`src/rtl/result_stream_buffer_pkg.sv`:
```
// Shared helpers for the result stream buffer: round-half-up/saturate conversion and width helpers.
package result_stream_buffer_pkg;

  localparam int data_w = 64;
  localparam int calc_w = data_w + 1;

  function automatic int ptr_w_of(input int depth);
    return $clog2(depth);
  endfunction

  function automatic int lvl_w_of(input int depth);
    return $clog2(depth) + 1;
  endfunction

  // One guard bit above the widest input keeps the rounding add from wrapping.
  function automatic logic signed [calc_w-1:0] scaled(input logic signed [data_w-1:0] x,
                                                      input int in_w, input int out_w);
    logic signed [calc_w-1:0] r;
    logic signed [calc_w-1:0] half;
    r    = calc_w'(x);
    half = calc_w'(1);
    if (in_w > out_w) r = r + (half <<< (in_w - out_w - 1));
    return r >>> (in_w - out_w);
  endfunction

  function automatic logic signed [calc_w-1:0] lim_hi(input int out_w);
    logic signed [calc_w-1:0] one;
    one = calc_w'(1);
    return (one <<< (out_w - 1)) - one;
  endfunction

  function automatic logic signed [calc_w-1:0] lim_lo(input int out_w);
    logic signed [calc_w-1:0] one;
    one = calc_w'(1);
    return -(one <<< (out_w - 1));
  endfunction

  function automatic logic signed [calc_w-1:0] round_sat(input logic signed [data_w-1:0] x,
                                                         input int in_w, input int out_w);
    logic signed [calc_w-1:0] v;
    v = scaled(x, in_w, out_w);
    if (v > lim_hi(out_w)) return lim_hi(out_w);
    if (v < lim_lo(out_w)) return lim_lo(out_w);
    return v;
  endfunction

  function automatic logic sat_hit(input logic signed [data_w-1:0] x,
                                   input int in_w, input int out_w);
    logic signed [calc_w-1:0] v;
    v = scaled(x, in_w, out_w);
    return (v > lim_hi(out_w)) || (v < lim_lo(out_w));
  endfunction

endpackage

```
`src/rtl/result_stream_buffer_fifo.sv`:
```
// First-word-fall-through FIFO with wrapping pointers; a push into a full FIFO is legal only
// alongside a pop, which the caller guarantees.
module result_fifo
  import result_stream_buffer_pkg::*;
#(
  parameter int width = 16,
  parameter int depth = 8
) (
  input  logic                         clk,
  input  logic                         rst,
  input  logic                         clear,
  input  logic                         push,
  input  logic                         pop,
  input  logic [width-1:0]             wr_data,
  output logic [width-1:0]             rd_data,
  output logic [lvl_w_of(depth)-1:0]   level
);
  localparam int ptr_w = ptr_w_of(depth);
  localparam int lvl_w = lvl_w_of(depth);

  logic [width-1:0] mem [depth];
  logic [ptr_w-1:0] wptr;
  logic [ptr_w-1:0] rptr;

  always_ff @(posedge clk) begin
    if (push && !clear) mem[wptr] <= wr_data;
  end

  always_ff @(posedge clk or negedge rst) begin
    if (!rst) begin
      wptr  <= '0;
      rptr  <= '0;
      level <= '0;
    end else if (clear) begin
      wptr  <= '0;
      rptr  <= '0;
      level <= '0;
    end else begin
      if (push) wptr <= wptr + ptr_w'(1);
      if (pop)  rptr <= rptr + ptr_w'(1);
      if (push && !pop)      level <= level + lvl_w'(1);
      else if (pop && !push) level <= level - lvl_w'(1);
    end
  end

  // Stale storage is never shown: an empty FIFO presents zero.
  assign rd_data = (level != '0) ? mem[rptr] : '0;

endmodule

```
`src/rtl/result_stream_buffer.sv`:
```
// Rounds and saturates filter results to out_w bits and queues them on a valid/ready stream;
// words arriving at a full FIFO are dropped and counted rather than back-pressured.
module result_stream_buffer
  import result_stream_buffer_pkg::*;
#(
  parameter int in_w  = 32,
  parameter int out_w = 16,
  parameter int depth = 8,
  parameter int cnt_w = 16
) (
  input  logic                       clk,
  input  logic                       rst,
  input  logic [in_w-1:0]            in_data,
  input  logic                       in_valid,
  input  logic                       flush,
  output logic [out_w-1:0]           out_data,
  output logic                       out_valid,
  input  logic                       out_ready,
  output logic                       sat_pulse,
  output logic                       overflow,
  output logic [cnt_w-1:0]           drop_count,
  output logic [lvl_w_of(depth)-1:0] level
);
  localparam int lvl_w = lvl_w_of(depth);

  logic signed [data_w-1:0] in_ext;
  logic [out_w-1:0]         conv_word;
  logic                     conv_sat;
  logic [out_w-1:0]         st_data;
  logic                     st_vld;
  logic                     st_sat;
  logic                     push;
  logic                     pop;
  logic                     drop;

  assign in_ext    = data_w'(signed'(in_data));
  assign conv_word = out_w'(round_sat(in_ext, in_w, out_w));
  assign conv_sat  = sat_hit(in_ext, in_w, out_w);

  always_ff @(posedge clk or negedge rst) begin
    if (!rst) begin
      st_vld  <= 1'b0;
      st_sat  <= 1'b0;
      st_data <= '0;
    end else if (flush) begin
      st_vld  <= 1'b0;
      st_sat  <= 1'b0;
    end else begin
      st_vld <= in_valid;
      if (in_valid) begin
        st_data <= conv_word;
        st_sat  <= conv_sat;
      end
    end
  end

  // A full FIFO still takes a word when the consumer frees a slot in the same cycle.
  assign pop  = out_valid && out_ready;
  assign push = st_vld && ((level < lvl_w'(depth)) || pop);
  assign drop = st_vld && !push;

  always_ff @(posedge clk or negedge rst) begin
    if (!rst) begin
      sat_pulse  <= 1'b0;
      overflow   <= 1'b0;
      drop_count <= '0;
    end else if (flush) begin
      sat_pulse  <= 1'b0;
      overflow   <= 1'b0;
      drop_count <= '0;
    end else begin
      sat_pulse <= push && st_sat;
      if (drop) begin
        overflow <= 1'b1;
        if (drop_count != '1) drop_count <= drop_count + cnt_w'(1);
      end
    end
  end

  result_fifo #(
    .width (out_w),
    .depth (depth)
  ) u_fifo (
    .clk     (clk),
    .rst     (rst),
    .clear   (flush),
    .push    (push),
    .pop     (pop),
    .wr_data (st_data),
    .rd_data (out_data),
    .level   (level)
  );

  assign out_valid = (level != '0);

endmodule

```
`config.mk`:
```
export PLATFORM = sky130hd
export DESIGN_NAME = result_stream_buffer
export DESIGN_NICKNAME = d
export VERILOG_FILES = /design/src/rtl/result_stream_buffer_pkg.sv /design/src/rtl/result_stream_buffer_fifo.sv /design/src/rtl/result_stream_buffer.sv
export SDC_FILE = /design/constraint.sdc
export NUM_CORES = 1
export LEC_CHECK = 0
export ABC_AREA = 1
export CAP_MARGIN = 20
export CELL_PAD_IN_SITES_DETAIL_PLACEMENT = 0
export CELL_PAD_IN_SITES_GLOBAL_PLACEMENT = 1
export CORE_UTILIZATION = 40
export DETAILED_ROUTE_END_ITERATION = 7
export PLACE_DENSITY_LB_ADDON = 0.25
export SYNTH_ARGS = -nofsm -noshare
export SYNTH_HDL_FRONTEND = slang
export SYNTH_SLANG_ARGS = --single-unit
```
`constraint.sdc`:
```
create_clock -name clk -period 2.3 [get_ports clk]
set_input_delay 0.23 -clock clk [delete_from_list [all_inputs] [get_ports clk]]
set_output_delay 0.23 -clock clk [all_outputs]
set_load 0.05 [all_outputs]
```
==> results.rst <==
.. list-table::
   :header-rows: 1

   * - Metric
     - Value
   * - Vias in the first global route
     - 5,528
   * - Final-layout worst hold slack
     - ~0.19 ns
   * - Endpoints failing setup
     - 0
   * - Placement row count
     - 50
   * - Slew @ Worst Pin
     - 0.576 ns
   * - Synth area leader
     - sky130_fd_sc_hd__edfxtp_1
   * - Maximum clock path buffer count
     - 2
   * - Initial core utilization
     - 41.4%
   * - Setup Skew
     - roughly 0.0078 ns
   * - Hold Fails Final Rpt
     - 0
   * - Post-synth top cells
     - 162 x sky130_fd_sc_hd__nor2_1, 154 x sky130_fd_sc_hd__nand2_1, 128 x sky130_fd_sc_hd__edfxtp_1
   * - Setup Slack @ Placement
     - ~0.14 ns
   * - Overall power after layout
     - 0.0109 W
   * - # nets final
     - between 900 and 1,000
   * - Share of the clock period used by the worst path after layout
     - between 90 and 100%
   * - I/O Buffers
     - 60
   * - Number of sinks on the clock net
     - 174
   * - Vias
     - 5,728
   * - Yosys warning count
     - 0
   * - Antenna-violating nets left
     - 0
   * - Worst hold-check path type
     - primary input to asynchronous set/reset pin
   * - Synthesized area per cell
     - roughly 10 µm²
   * - Maximum number of pins on one net before global-route repair
     - roughly 50
   * - Max Cap Violations
     - 0
   * - Number of remaining DRC errors
     - 0
   * - Top cells by area in the synthesized netlist
     - sky130_fd_sc_hd__edfxtp_1 49%, sky130_fd_sc_hd__dfrtp_1 15%, sky130_fd_sc_hd__nor2_1 7.7%, sky130_fd_sc_hd__nand2_1 7.4%, sky130_fd_sc_hd__o21ai_0 7.2%
   * - Horizontal extent of the die
     - 142 µm
   * - Routed len/inst
     - approximately 16 µm
   * - Clock root buffer
     - sky130_fd_sc_hd__clkbuf_16
   * - Synth Flop Type
     - sky130_fd_sc_hd__edfxtp_1
   * - Count of mapped cells out of synthesis
     - 787
   * - Area delta synth->final
     - 26.5%
   * - Post-synthesis sequential area ratio
     - a little under two thirds
   * - Floorplan die area
     - between 20,000 and 25,000 µm²
   * - Arrival time reported for the critical path endpoint
     - roughly 2 ns
   * - Number of inserted diodes
     - 0
   * - Vias per cell
     - 5.03
   * - Max_slew headroom
     - roughly three fifths
   * - CTS H-tree lvls
     - 4
   * - Post-synthesis async set-or-reset flop share
     - between 20% and 30%
   * - Total GRT Usage
     - 19.0%
   * - Crit path kind
     - flip-flop to output pin
   * - Final-report max-slew violation count
     - 0
   * - TritonCTS clock tree
     - built
   * - Most used standard cell by instance count after synthesis
     - sky130_fd_sc_hd__nor2_1
   * - #FFs+latches synth
     - between 150 and 200
   * - Highest achievable clock rate
     - approximately 450 MHz
   * - Routed wire length
     - between 15,000 and 20,000 µm
   * - Minimum clock period
     - 2.21 ns
   * - Nets in the synthesized netlist
     - between 800 and 900
   * - Power density of the placed cells
     - between 1000 and 1500 nW/µm²
   * - Source-to-sink clock delay at the later pin of the worst-skew pair
     - roughly 0.42 ns
   * - Endpoint type of the worst setup path
     - output pin
   * - Global-route wire length before repair
     - 29,000 µm
   * - Clock-pin transition on the worst setup and hold timing paths
     - 0.07 ns
   * - Synthesized cell area
     - 7860 µm²
   * - Placed cell count
     - ~1,100
   * - CTS buffer count
     - 17
   * - Die Y-Extent
     - 142 µm
   * - Detailed placement HPWL
     - between 10,000 and 15,000 µm
   * - Iteration-0 DRC Markers
     - around 350
   * - EDFF count, synth
     - around 130
   * - Num ports
     - 76
   * - Sum of negative setup slack
     - 0 ns
   * - Share of the synthesized area in the top cell type
     - approximately 50%
   * - IR Drop Worst-Case VDD
     - between 0.5 and 0.6 mV
   * - Layout cell share with drive strength beyond 1
     - ~14%
   * - Result of the run
     - completed
   * - Final weighted congestion in routability-driven placement
     - 0.854
   * - GRT Residual Overflow
     - 0
   * - Cell Count, Final, Fillers Out
     - roughly 1,100
   * - Smallest setup slack after layout
     - a little over 0.09 ns
   * - Count of unique library cells instantiated by Yosys
     - 36
   * - Total core area
     - 19,000 µm²
   * - Drt first pass iters
     - 5
   * - LEAKAGE
     - between 3 and 4 nW
   * - Startpoint kind of the worst setup timing path
     - flip-flop
   * - Initial antenna violation count
     - 0
   * - Required arrival time at the worst endpoint
     - 2.07 ns
   * - Maximum fanout encountered on the critical timing path
     - 22
## per-layer routing
layer | track usage [%] | up-vias | part of all wire, %
li1 | - | 2852 | -
met1 | 25.1 | 2755 | 46
met2 | 31.8 | 106 | 49
met3 | 3.26 | 15 | 3.5
met4 | 6.23 | 0 | 1.1
met5 | 0 | - | 0
## flip-flops by register name (all words and copies together), names as in the netlist
| register | flops |
|---|---|
| drop_count | 16 |
| overflow | 1 |
| sat_pulse | 1 |
| st_data | 16 |
| st_sat | 1 |
| st_vld | 1 |
| u_fifo.level | 4 |
| u_fifo.mem | 128 |
| u_fifo.rptr | 3 |
| u_fifo.wptr | 3 |
## cell families after synthesis
group | count (synthesis) | synth area share, %
simple gates | 375 | 20.0
flops | 174 | 63.6
buf+inv | 71 | 3.78
xor+xnor | 17 | 1.90
fa+ha+maj | 7 | 1.21
compound gates | 143 | 9.54
## power by group
part           switching [W]  internal [W]  leakage [nW]
Sequential          0.000183       0.00357          1.76
Clock                0.00122       0.00150         0.275
Combinational        0.00263       0.00182          1.66
## path summary, 6_finish.rpt
kind | startpoint | endpoint | slack, ns | depth (start not counted)
min in group clk | in_valid | st_sat | 0.50 | 4
max in group asynchronous | rst | st_data[8] | 1.51 | 3
max reg2reg | u_fifo.level[0] | u_fifo.level[3] | 0.24 | 11
max | u_fifo.rptr[0] | out_data[0] | 0.09 | 7
min reg2reg | st_sat | st_sat | 0.51 | 2
min | rst | u_fifo.rptr[1] | 0.19 | 2
## area by class of cell
type                       count  area, µm²
fill                        1684       9020
sequential                   174       5000
multi-input combinational    542       2730
timing repair buffer          92       1170
clock buffer                  20        468
tap                          260        325
inverter                      39        149
clock inverter                12        101
## through the flow
stage | utilization (%) | instance area, µm²
3_5_place_dp | 48.7 | 9240
5_1_grt | 52.4 | 9940
6_report | 52.4 | 9940
2_1_floorplan | - | 7990
4_1_cts | 51.9 | 9840
3_3_place_gp | 48.7 | 9240
## what timing repair did
| action | in CTS | in global routing |
|---|---|---|
| endpoints found under the setup margin | 3 | 15 |
| hold endpoints to repair | 20 | 0 |
| gates cloned | 0 | 1 |
| buffers inserted | 0 | 1 |
| resized for setup | 5 | 23 |
| hold buffers | 1 | 0 |
## cells in the final DEF (no fill, tap or decap), types with 12 or more instances in the layout
cell and count:
sky130_fd_sc_hd__nand2_1 154, sky130_fd_sc_hd__nor2_1 154, sky130_fd_sc_hd__nand4_1 12, sky130_fd_sc_hd__nand3_1 23
sky130_fd_sc_hd__nor2_2 13, sky130_fd_sc_hd__inv_1 35, sky130_fd_sc_hd__buf_12 27, sky130_fd_sc_hd__buf_4 17
sky130_fd_sc_hd__edfxtp_1 128, sky130_fd_sc_hd__o21ai_0 107, sky130_fd_sc_hd__clkdlybuf4s50_1 42, sky130_fd_sc_hd__dfrtp_1 43
sky130_fd_sc_hd__clkbuf_16 19
## critical path: stages, from the launching register on
cell and delay, ns:
sky130_fd_sc_hd__dfrtp_2 0.46, sky130_fd_sc_hd__inv_4 0.11, sky130_fd_sc_hd__buf_12 0.16, sky130_fd_sc_hd__nor2_1 0.05, sky130_fd_sc_hd__o21ai_0 0.17, sky130_fd_sc_hd__o21ai_0 0.13, sky130_fd_sc_hd__a31oi_2 0.28, sky130_fd_sc_hd__buf_12 0.18
(Power assumes the default switching activity.)
